### src/rtl/rr_mux_sequencer_if.sv
// Bundle between the round-robin sequencer, its downstream mux8x1 and the
// consumer of the captured data.
interface rr_mux_sequencer_if #(
    parameter int W = 8
);
    // req is a level: a channel keeps it high while it wants service.
    // out_valid/out_ready is a strict valid/ready pair: out_data and out_idx
    // are held stable while out_valid=1 and out_ready=0, a transfer happens on
    // the rising edge where both are 1, and out_ready is ignored while
    // out_valid=0.
    logic [7:0]   req;
    logic [W-1:0] mux_f;
    logic [2:0]   ctrl;
    logic [7:0]   ack;
    logic [W-1:0] out_data;
    logic [2:0]   out_idx;
    logic         out_valid;
    logic         out_ready;
    logic         busy;
    logic [1:0]   state_dbg;

    modport master (
        input  req, mux_f, out_ready,
        output ctrl, ack, out_data, out_idx, out_valid, busy, state_dbg
    );

    modport slave (
        output req, mux_f, out_ready,
        input  ctrl, ack, out_data, out_idx, out_valid, busy, state_dbg
    );
endinterface

### src/rtl/rr_mux_sequencer.sv
// Round-robin sequencer: picks a requesting channel, steers an external mux8x1
// to it, captures the mux output and presents it on a valid/ready port.
module rr_mux_sequencer #(
    parameter int W = 8
) (
    input  logic                clk,
    input  logic                rst_n,
    rr_mux_sequencer_if.master  bus
);
    typedef enum logic [1:0] {
        IDLE    = 2'd0,
        CAPTURE = 2'd1,
        PRESENT = 2'd2
    } state_e;

    state_e       state_q, state_d;
    logic [2:0]   ptr_q, ptr_d;
    logic [2:0]   ctrl_q, ctrl_d;
    logic [W-1:0] out_data_q, out_data_d;
    logic [2:0]   out_idx_q, out_idx_d;

    logic         grant_found;
    logic [2:0]   grant_idx;
    logic [2:0]   probe_idx;

    // First requesting channel at or after ptr, wrapping modulo 8.
    always_comb begin
        grant_found = 1'b0;
        grant_idx   = ptr_q;
        probe_idx   = ptr_q;
        for (int i = 0; i < 8; i++) begin
            probe_idx = ptr_q + 3'(i);
            if (!grant_found && bus.req[probe_idx]) begin
                grant_found = 1'b1;
                grant_idx   = probe_idx;
            end
        end
    end

    always_ff @(posedge clk or negedge rst_n) begin
        if (!rst_n) begin
            state_q    <= IDLE;
            ptr_q      <= 3'd0;
            ctrl_q     <= 3'd0;
            out_data_q <= '0;
            out_idx_q  <= 3'd0;
        end else begin
            state_q    <= state_d;
            ptr_q      <= ptr_d;
            ctrl_q     <= ctrl_d;
            out_data_q <= out_data_d;
            out_idx_q  <= out_idx_d;
        end
    end

    // ctrl only moves on the IDLE->CAPTURE step so the mux select stays put
    // for the whole capture and presentation of that grant.
    always_comb begin
        state_d    = state_q;
        ptr_d      = ptr_q;
        ctrl_d     = ctrl_q;
        out_data_d = out_data_q;
        out_idx_d  = out_idx_q;
        case (state_q)
            IDLE: begin
                if (grant_found) begin
                    ctrl_d  = grant_idx;
                    state_d = CAPTURE;
                end
            end
            CAPTURE: begin
                out_data_d = bus.mux_f;
                out_idx_d  = ctrl_q;
                ptr_d      = ctrl_q + 3'd1;
                state_d    = PRESENT;
            end
            PRESENT: begin
                if (bus.out_ready) begin
                    state_d = IDLE;
                end
            end
            default: state_d = IDLE;
        endcase
    end

    always_comb begin
        bus.ack       = (state_q == CAPTURE) ? (8'd1 << ctrl_q) : 8'd0;
        bus.out_valid = (state_q == PRESENT);
        bus.busy      = (state_q != IDLE);
        bus.ctrl      = ctrl_q;
        bus.out_data  = out_data_q;
        bus.out_idx   = out_idx_q;
        bus.state_dbg = state_q;
    end
endmodule

### src/flat_wrapper.sv
// flat-port wrapper written by rule: the top's interface ports become plain ports
module rr_mux_sequencer_flat 
#(
    parameter int W = 8
)
  (clk, rst_n, bus_req, bus_mux_f, bus_out_ready, bus_ctrl, bus_ack, bus_out_data, bus_out_idx, bus_out_valid, bus_busy, bus_state_dbg);
  rr_mux_sequencer_if #(.W(W)) bus_i ();
  input  logic clk;
  input  logic rst_n;
  input wire logic [$bits(bus_i.req)-1:0] bus_req;
  input wire logic [$bits(bus_i.mux_f)-1:0] bus_mux_f;
  input wire logic [$bits(bus_i.out_ready)-1:0] bus_out_ready;
  output wire logic [$bits(bus_i.ctrl)-1:0] bus_ctrl;
  output wire logic [$bits(bus_i.ack)-1:0] bus_ack;
  output wire logic [$bits(bus_i.out_data)-1:0] bus_out_data;
  output wire logic [$bits(bus_i.out_idx)-1:0] bus_out_idx;
  output wire logic [$bits(bus_i.out_valid)-1:0] bus_out_valid;
  output wire logic [$bits(bus_i.busy)-1:0] bus_busy;
  output wire logic [$bits(bus_i.state_dbg)-1:0] bus_state_dbg;
  assign bus_i.req = bus_req;
  assign bus_i.mux_f = bus_mux_f;
  assign bus_i.out_ready = bus_out_ready;
  assign bus_ctrl = bus_i.ctrl;
  assign bus_ack = bus_i.ack;
  assign bus_out_data = bus_i.out_data;
  assign bus_out_idx = bus_i.out_idx;
  assign bus_out_valid = bus_i.out_valid;
  assign bus_busy = bus_i.busy;
  assign bus_state_dbg = bus_i.state_dbg;
  rr_mux_sequencer #(.W(W)) u_core (.clk(clk), .rst_n(rst_n), .bus(bus_i));
endmodule
### config.mk
export PLATFORM = sky130hd
export DESIGN_NAME = rr_mux_sequencer_flat
export DESIGN_NICKNAME = d
export VERILOG_FILES = /design/src/rtl/rr_mux_sequencer_if.sv /design/src/rtl/rr_mux_sequencer.sv /design/src/flat_wrapper.sv
export SDC_FILE = /design/constraint.sdc
export NUM_CORES = 1
export LEC_CHECK = 0
export ABC_AREA = 1
export CORE_UTILIZATION = 35
export CTS_CLUSTER_DIAMETER = 80
export DETAILED_ROUTE_END_ITERATION = 10
export PLACE_DENSITY = 0.59
export RECOVER_POWER = 50
export SKIP_CTS_REPAIR_TIMING = 1
export SLEW_MARGIN = 5
export SYNTH_ARGS = -nofsm -noshare
export SYNTH_HDL_FRONTEND = slang
export SYNTH_SLANG_ARGS = --single-unit
### constraint.sdc
create_clock -name clk -period 3 [get_ports clk]
set_clock_uncertainty 0.1 [all_clocks]
set_input_delay 0.6 -clock clk [delete_from_list [all_inputs] [get_ports clk]]
set_output_delay 0.6 -clock clk [all_outputs]
set_load 0.05 [all_outputs]
* Word-level counts from Yosys, hierarchy flattened
Index checks and enable logic that the tools add are counted.
Word-level totals: logic and storage cells 79, register bits after elaboration 19, output and inout port bits 26, input bits 19
Operators by class: reduce and logical (&&, ||, !) cells 18, mux-type cells 35, shift operators 1, order comparisons 8, equality and inequality tests 4, add/subtract/negate cells 8
Operators with widths (count):
- 3-bit by 4-bit < comparator with 1-bit output (second input constant) | 8
- 1-bit binary-select mux with 3-bit select | 8
- 3-bit 2-to-1 mux | 7
- 1-bit 2-to-1 mux | 16
- 3-bit adder (second input constant) | 4
- 8-bit 2-to-1 mux | 1
- 1-bit by 3-bit left shift with 8-bit output (first input constant) | 1
- 1-bit logical AND | 7
- 1-bit zero test | 7
- 3-bit by 1-bit adder with 3-bit output (second input constant) | 2
- 3-bit by 2-bit adder with 3-bit output (second input constant) | 2
- 2-bit case mux with 3 select lines | 1
- 2-bit 2-to-1 mux | 2
- 2-bit AND reduction | 2
- 2-bit by 1-bit == test with 1-bit output (second input constant) | 1
- 2-bit == test (second input constant) | 1
- 2-bit zero test | 1
- 2-bit by 1-bit inequality test with 1-bit output (second input constant) | 1
- 2-bit inequality test (second input constant) | 1
- 2-bit nonzero test | 1

* Logic depth before layout (Yosys ltp)
Gate-level depths: netlist of the first run.
word-level depth 26, mapped depth 20, mapped depth without buffers 18

* Worst setup path after synthesis of the first run
No wires, ideal clock.
path kind flip-flop to output port, from register u_core.state_q[0] (netlist: u_core.bus.state_dbg[0]), to output port bus_ack[3], cell stages (with the launch flop) 6, path slack 296 ps, arrival time 2004 ps, buffers on the path 1, cell sequence dfrtp_1 -> inv_1 -> nor2_1 -> inv_1 -> clkbuf_1 -> nor2_1
On the way: cells in the longest elaborated chain, start to end 2
RTL lines:
- start, declared | line rr_mux_sequencer.sv:16 | state_e state_q, state_d;
- start signal, assigned | line rr_mux_sequencer.sv:48 | state_q <= state_d;
- 2-bit by 1-bit == test with 1-bit output | line rr_mux_sequencer.sv:87 | bus.ack = (state_q == CAPTURE) ? (8'd1 << ctrl_q) : 8'd0;
- 8-bit 2-to-1 mux | line rr_mux_sequencer.sv:87
- end, declared | line flat_wrapper.sv:14 | output wire logic [$bits(bus_i.ack)-1:0] bus_ack;
Every way passes these cells.

* Worst setup path in the final report of the first run
from register u_core.ptr_q[0], to register u_core.ctrl_q[1] (netlist: u_core.bus.ctrl[1])
On the way: cells in the longest elaborated chain, start to end 25, elaborated cells on any way between the ends 53
RTL lines:
- start, declared | line rr_mux_sequencer.sv:17 | logic [2:0] ptr_q, ptr_d;
- start signal, assigned | line rr_mux_sequencer.sv:49 | ptr_q <= ptr_d;
- parallel branches: the longest is 25 deep, another holds 3-bit by 1-bit adder with 3-bit output
- end signal, assigned | line rr_mux_sequencer.sv:50 | ctrl_q <= ctrl_d;
- end, declared | line rr_mux_sequencer.sv:18 | logic [2:0] ctrl_q, ctrl_d;
Parallel ways; which one is timed is not known. The select of a mux whose other input is x is not followed. A chain may end at the register's enable or synchronous reset.

==> results of run 1 <==
[cell usage after synthesis (all sizes together)]
cell	n	share of area
a21oi	1	0.0029
buf	4	0.021
clkbuf	2	0.0044
clkinv	2	0.0044
dfrtp	19	0.28
ha	8	0.059
inv	26	0.059
nand2	111	0.28
nand3	37	0.13
nand3b	1	0.0044
nand4	3	0.023
nor2	25	0.079
nor3	1	0.0029
o21ai	5	0.015
o21bai	2	0.015
xnor2	1	0.0051
xor2	2	0.015
[state kept, by name, indices dropped and copies added, names as in the netlist]
register and flops:
u_core.bus.ctrl 3, u_core.bus.out_idx 3, u_core.ptr_q 3, u_core.bus.out_data 8, u_core.bus.state_dbg 2
[final cells by class]
class / count / area (um2)
fillers: 469 / 2400
flip-flops and latches: 19 / 475
repair buffers: 48 / 513
well taps: 54 / 67.6
multi-input cells: 197 / 1080
clock buffers: 3 / 41.3
clock inverters: 1 / 5.00
inverters: 28 / 108
[logic make-up after synthesis]
group | synth area share
flops | 0.279
buf+inv | 0.0881
fa+ha+maj | 0.0587
xor+xnor | 0.0198
simple gates | 0.521
compound gates | 0.0330
[metrics by stage]
step                      utilization  hold WS [ns]  cell area (um2)  setup WS [ns]  std cells
after floorplan                     -         0.204             1700          0.296        250
after global placement          0.478         0.356             2240          0.432        346
after detailed placement        0.478         0.363             2240          0.456        346
after CTS                       0.488         0.385             2290          0.449        350
after global routing            0.488         0.401             2290          0.221        350
final                           0.488         0.377             2290          0.479        350
[final timing paths]
path	to	slack, ns
max in group asynchronous	u_core.ptr_q[1]	1.49
min	u_core.bus.out_idx[2]	0.38
min reg2reg	u_core.bus.out_idx[2]	0.38
min in group asynchronous	u_core.bus.out_data[6]	0.79
max reg2reg	u_core.bus.ctrl[1]	0.48
max	u_core.bus.ctrl[1]	0.48
[critical path: cells and delay by family, from the launching register on]
family | cells | cell delay, ns
adders and majority gates | 1 | 0.36
buffers and inverters | 2 | 0.45
DFF | 1 | 0.41
and+or+nand+nor | 11 | 1.10
[layer usage]
metal | GRT usage | routed length [um] | up-vias
met1 | 0.228 | 1820 | 741
met3 | 0.0323 | 183 | 4
met2 | 0.284 | 1950 | 44
li1 | - | - | 871
met5 | 0 | 0 | -
met4 | 0.0414 | 36 | 0
==> results.md, run 1 <==
- Largest net degree at the start of global routing: 20
- Die ar.: between 5000 and 6000 um2
- Starting density of the core: 0.363
- Area growth from synthesis to layout: 34.3%
- Cell mode on critical path: nand3_2
- Status: completed
- Num CTS Buffers: 3
- Hold path depth: 2
- Min-delay worst type: register to register
- Cell Chain, Critical Path: inv_4, ha_1, inv_1, nand3_2, nand3_2, nand2_4, nor2_4, nand4_4, nor2_8, nand3_2, nand2_2, nor2_1, nand2_1, nand2_1
- Clk_lat worst skew: roughly 0.25 ns
- Share of cells above drive strength 1: 0.176
- Routed len/inst: ~11 um
- Mapped Area: between 1500 and 2000 um2
- CP Data Arrival Time: between 2 and 3 ns
- Most common cell after layout, fill and taps aside: nand2_1
- Nets: ~320
- Synth Register Bits: 19
- Commonest non-fill, non-tap cells in the layout: 95 x nand2_1, 35 x clkdlybuf4s50_1, 29 x nand3_1, 22 x nor2_1, 21 x inv_1
- Core ar.: roughly 4700 um2
- Die Span X: 71.8 um
- Cells after synthesis: 250
- R2R Path Start: u_core.ptr_q[0]
- FMAX: between 300 and 400 MHz
- CTS tree: yes
- Number of global-route vias before repair: about 1.6k
- RSZ-0062 raised after global routing: false
- Max Cap Violations: 0
- Port bufs: 44
- Final Cycle Share: 0.840
- Largest buffer count on any clock path: 2
- Avg Inst Size Synth: roughly 7 um2
- Root Buffer: clkbuf_8
- Ys Warns: 0
- Die Y-Extent: slightly above 70 um
- Global-route wire length before repair: 7.03 mm
- Overflow left after global routing: 0
- Fin. Hold Viols: 0
- Crit. Startpoint: u_core.ptr_q[0]
- Diodes inserted: 0
- Post-synthesis sequential area ratio: 0.279
- Detailed placement HPWL: around 3.2 mm
- Setup TNS: 0 ns
- Worst setup SP type: register
- Min Tclk post-route: between 2 and 3 ns
- WP data required: 3.05 ns
- Slowest CP cell: dfrtp_1
- Hold_sp: u_core.bus.out_idx[2]
- Critical-path maximum fanout: 14
- Vias post-DR: between 1.5k and 2k
- Initial DRC Count: between 100 and 150
- Worst-margin pin slew: around 0.84 ns
- Routability cong.: 0.837
- Final wirelength: roughly 4.0 mm
- Clock Sinks: 19
- Total GRT Usage: 0.170
- Via/cell ratio: between 4 and 5
- First-pass DRT Iterations: 4
- Initial antenna violation count: 0
- Yosys cell types: 30
- Antenna-violating nets left: 0
- Critical path type: register to register
- Critical path's largest stage delay: a little over 0.4 ns
- H-tree depth: 1
- Clock slew at reported path FFs: 0.08 ns
- Final slew viol count: 0
- Post-synth net total: ~280
- Max_slew headroom: 0.438
- Setup violations, final: 0
- Drt drc: 0
- Floorplan row count: 25
- CP endpoint kind: register
- Reg2Reg Depth: 14
- # IOs: between 40 and 50
Power of run 1 is not shown: default switching activity piles up to over one toggle a cycle in this logic, so the estimate is an artifact.
==> run 2, diff against run 1 <==
- PLACE_DENSITY: 0.59 -> 0.61
- clock period: 3 -> 2.18 ns (I/O delays scaled with it)
==> run 2 against run 1 <==
Die area unchanged. Sequential share of layout area down 2.1 points. Sequential cell count is the same. Worst hold slack got worse by 0.00092 ns. Critical path depth shrank 1. Final area increased by 12%. Global-route usage rose by 1.1 points. First-iteration DRC count is 9.2% lower. Non-clock buffer count rose by 14.
==> results.md, run 2 (synthesis results as in run 1) <==
- GRT met3 Usage: 0.0295
- Pre-CTS WS: -0.137 ns
- CP endpoint kind: register
- WHS: approximately 0.38 ns
- GR Layer Usage met2: 0.313
- Overflow left after global routing: 0
- Post-DP Area: 2410 um2
- Largest buffer count on any clock path: 2
- Port bufs: 44
- Antenna-violating nets left: 0
- Commonest non-fill, non-tap cells in the layout: 92 x nand2_1, 32 x clkdlybuf4s50_1, 28 x nand3_1, 20 x inv_1
- Final Cycle Share: 0.970
- Most common cell after layout, fill and taps aside: nand2_1
- WP data required: about 2.2 ns
- Root Buffer: clkbuf_8
- Die ar.: 5150 um2
- Worst setup SP type: register
- Final wirelength: ~4.3 mm
- RSZ-0062 raised after global routing: true
- Final Cell Area: 2560 um2
- Max Cap Violations: 0
- Via/cell ratio: between 4 and 5
- Vias post-DR: around 1.8k
- Max_slew headroom: 0.545
- Share of cells above drive strength 1: 0.268
- Setup violations, final: 0
- Clk_lat worst skew: 0.26 ns
- Largest net degree at the start of global routing: 16
- Min Tclk post-route: 2.11 ns
- Area growth from synthesis to layout: 50.3%
- First-pass DRT Iterations: 4
- Floorplan row count: 25
- Nets: roughly 340
- # IOs: 45
- CP Data Arrival Time: approximately 2.2 ns
- Grt met1 use: 0.232
- Num CTS Buffers: 3
- Setup slack after layout: ~0.065 ns
- Critical path's largest stage delay: 0.41 ns
- Diodes inserted: 0
- Routability cong.: slightly above 0.8
- Die Span X: around 70 um
- Setup TNS: 0 ns
- Global-route wire length before repair: around 7.4 mm
- Number of global-route vias before repair: approximately 1.7k
- Starting density of the core: 0.363
- Number of flip-flops under the largest register name: 8
- Drt drc: 0
- Core ar.: between 4000 and 5000 um2
- Cell Chain, Critical Path: inv_4, ha_4, nand3_1, nand2_2, nand2_1, nand2_2, nand4_4, nor2_8, nand3_4, nor2_1, nor2_1, nand2_1, nand2_1
- Cell mode on critical path: nand2_1
- H-tree depth: 1
- CTS tree: yes
- Routed len/inst: about 12 um
- FMAX: 473 MHz
- Fin. Hold Viols: 0
- Critical path type: register to register
- Initial DRC Count: 99
- Grt peak-use layer: met2
- Detailed placement HPWL: between 3 and 4 mm
- Worst-margin pin slew: approximately 0.68 ns
- Status: completed
- Min-delay worst type: register to register
- Die Y-Extent: 71.8 um
- Final slew viol count: 0
- Clock Sinks: 19
- Initial antenna violation count: 0
- Critical-path maximum fanout: 7
- Total GRT Usage: 0.182
- Clock slew at reported path FFs: approximately 0.08 ns
- Slowest CP cell: dfrtp_1
run 2: final timing paths:
kind / startpoint / end / slack (ns) / cells after the start
worst min register to register: u_core.bus.out_data[6] / u_core.bus.out_data[6] / 0.38 / 2
worst min-delay path: u_core.bus.out_data[6] / u_core.bus.out_data[6] / 0.38 / 2
worst max register to register: u_core.ptr_q[0] / u_core.bus.ctrl[1] / 0.07 / 13
max in group asynchronous: rst_n / u_core.bus.out_data[2] / 0.78 / 2
worst max-delay path: u_core.ptr_q[0] / u_core.bus.ctrl[1] / 0.07 / 13
min in group asynchronous: rst_n / u_core.bus.out_data[5] / 0.54 / 1
run 2: metrics by stage:
stage / util / instances
floorplan: - / 250
global placement: 0.513 / 358
detailed placement: 0.513 / 358
finish: 0.546 / 364
global route: 0.546 / 364
CTS: 0.523 / 362
run 2: cell type report:
| class | instances | area [um2] |
|---|---|---|
| repair buffers | 62 | 657 |
| inverters | 28 | 115 |
| flip-flops and latches | 19 | 478 |
| clock inverters | 1 | 5.00 |
| clock buffers | 3 | 41.3 |
| fillers | 450 | 2130 |
| multi-input cells | 197 | 1200 |
| well taps | 54 | 67.6 |
run 2: worst max-delay path, delay by kind of cell (launching register included):
kind | cells | cell delay (ns)
and+or+nand+nor | 11 | 1.09
DFF | 1 | 0.41
adders and majority gates | 1 | 0.35
buffers and inverters | 1 | 0.06
run 2: routing by layer:
layer | routed length (um) | up-vias
met3 | 192 | 5
li1 | - | 905
met4 | 40 | 0
met2 | 2130 | 36
met1 | 1910 | 817
met5 | 0 | -
Power of run 2 is left out for the same reason.
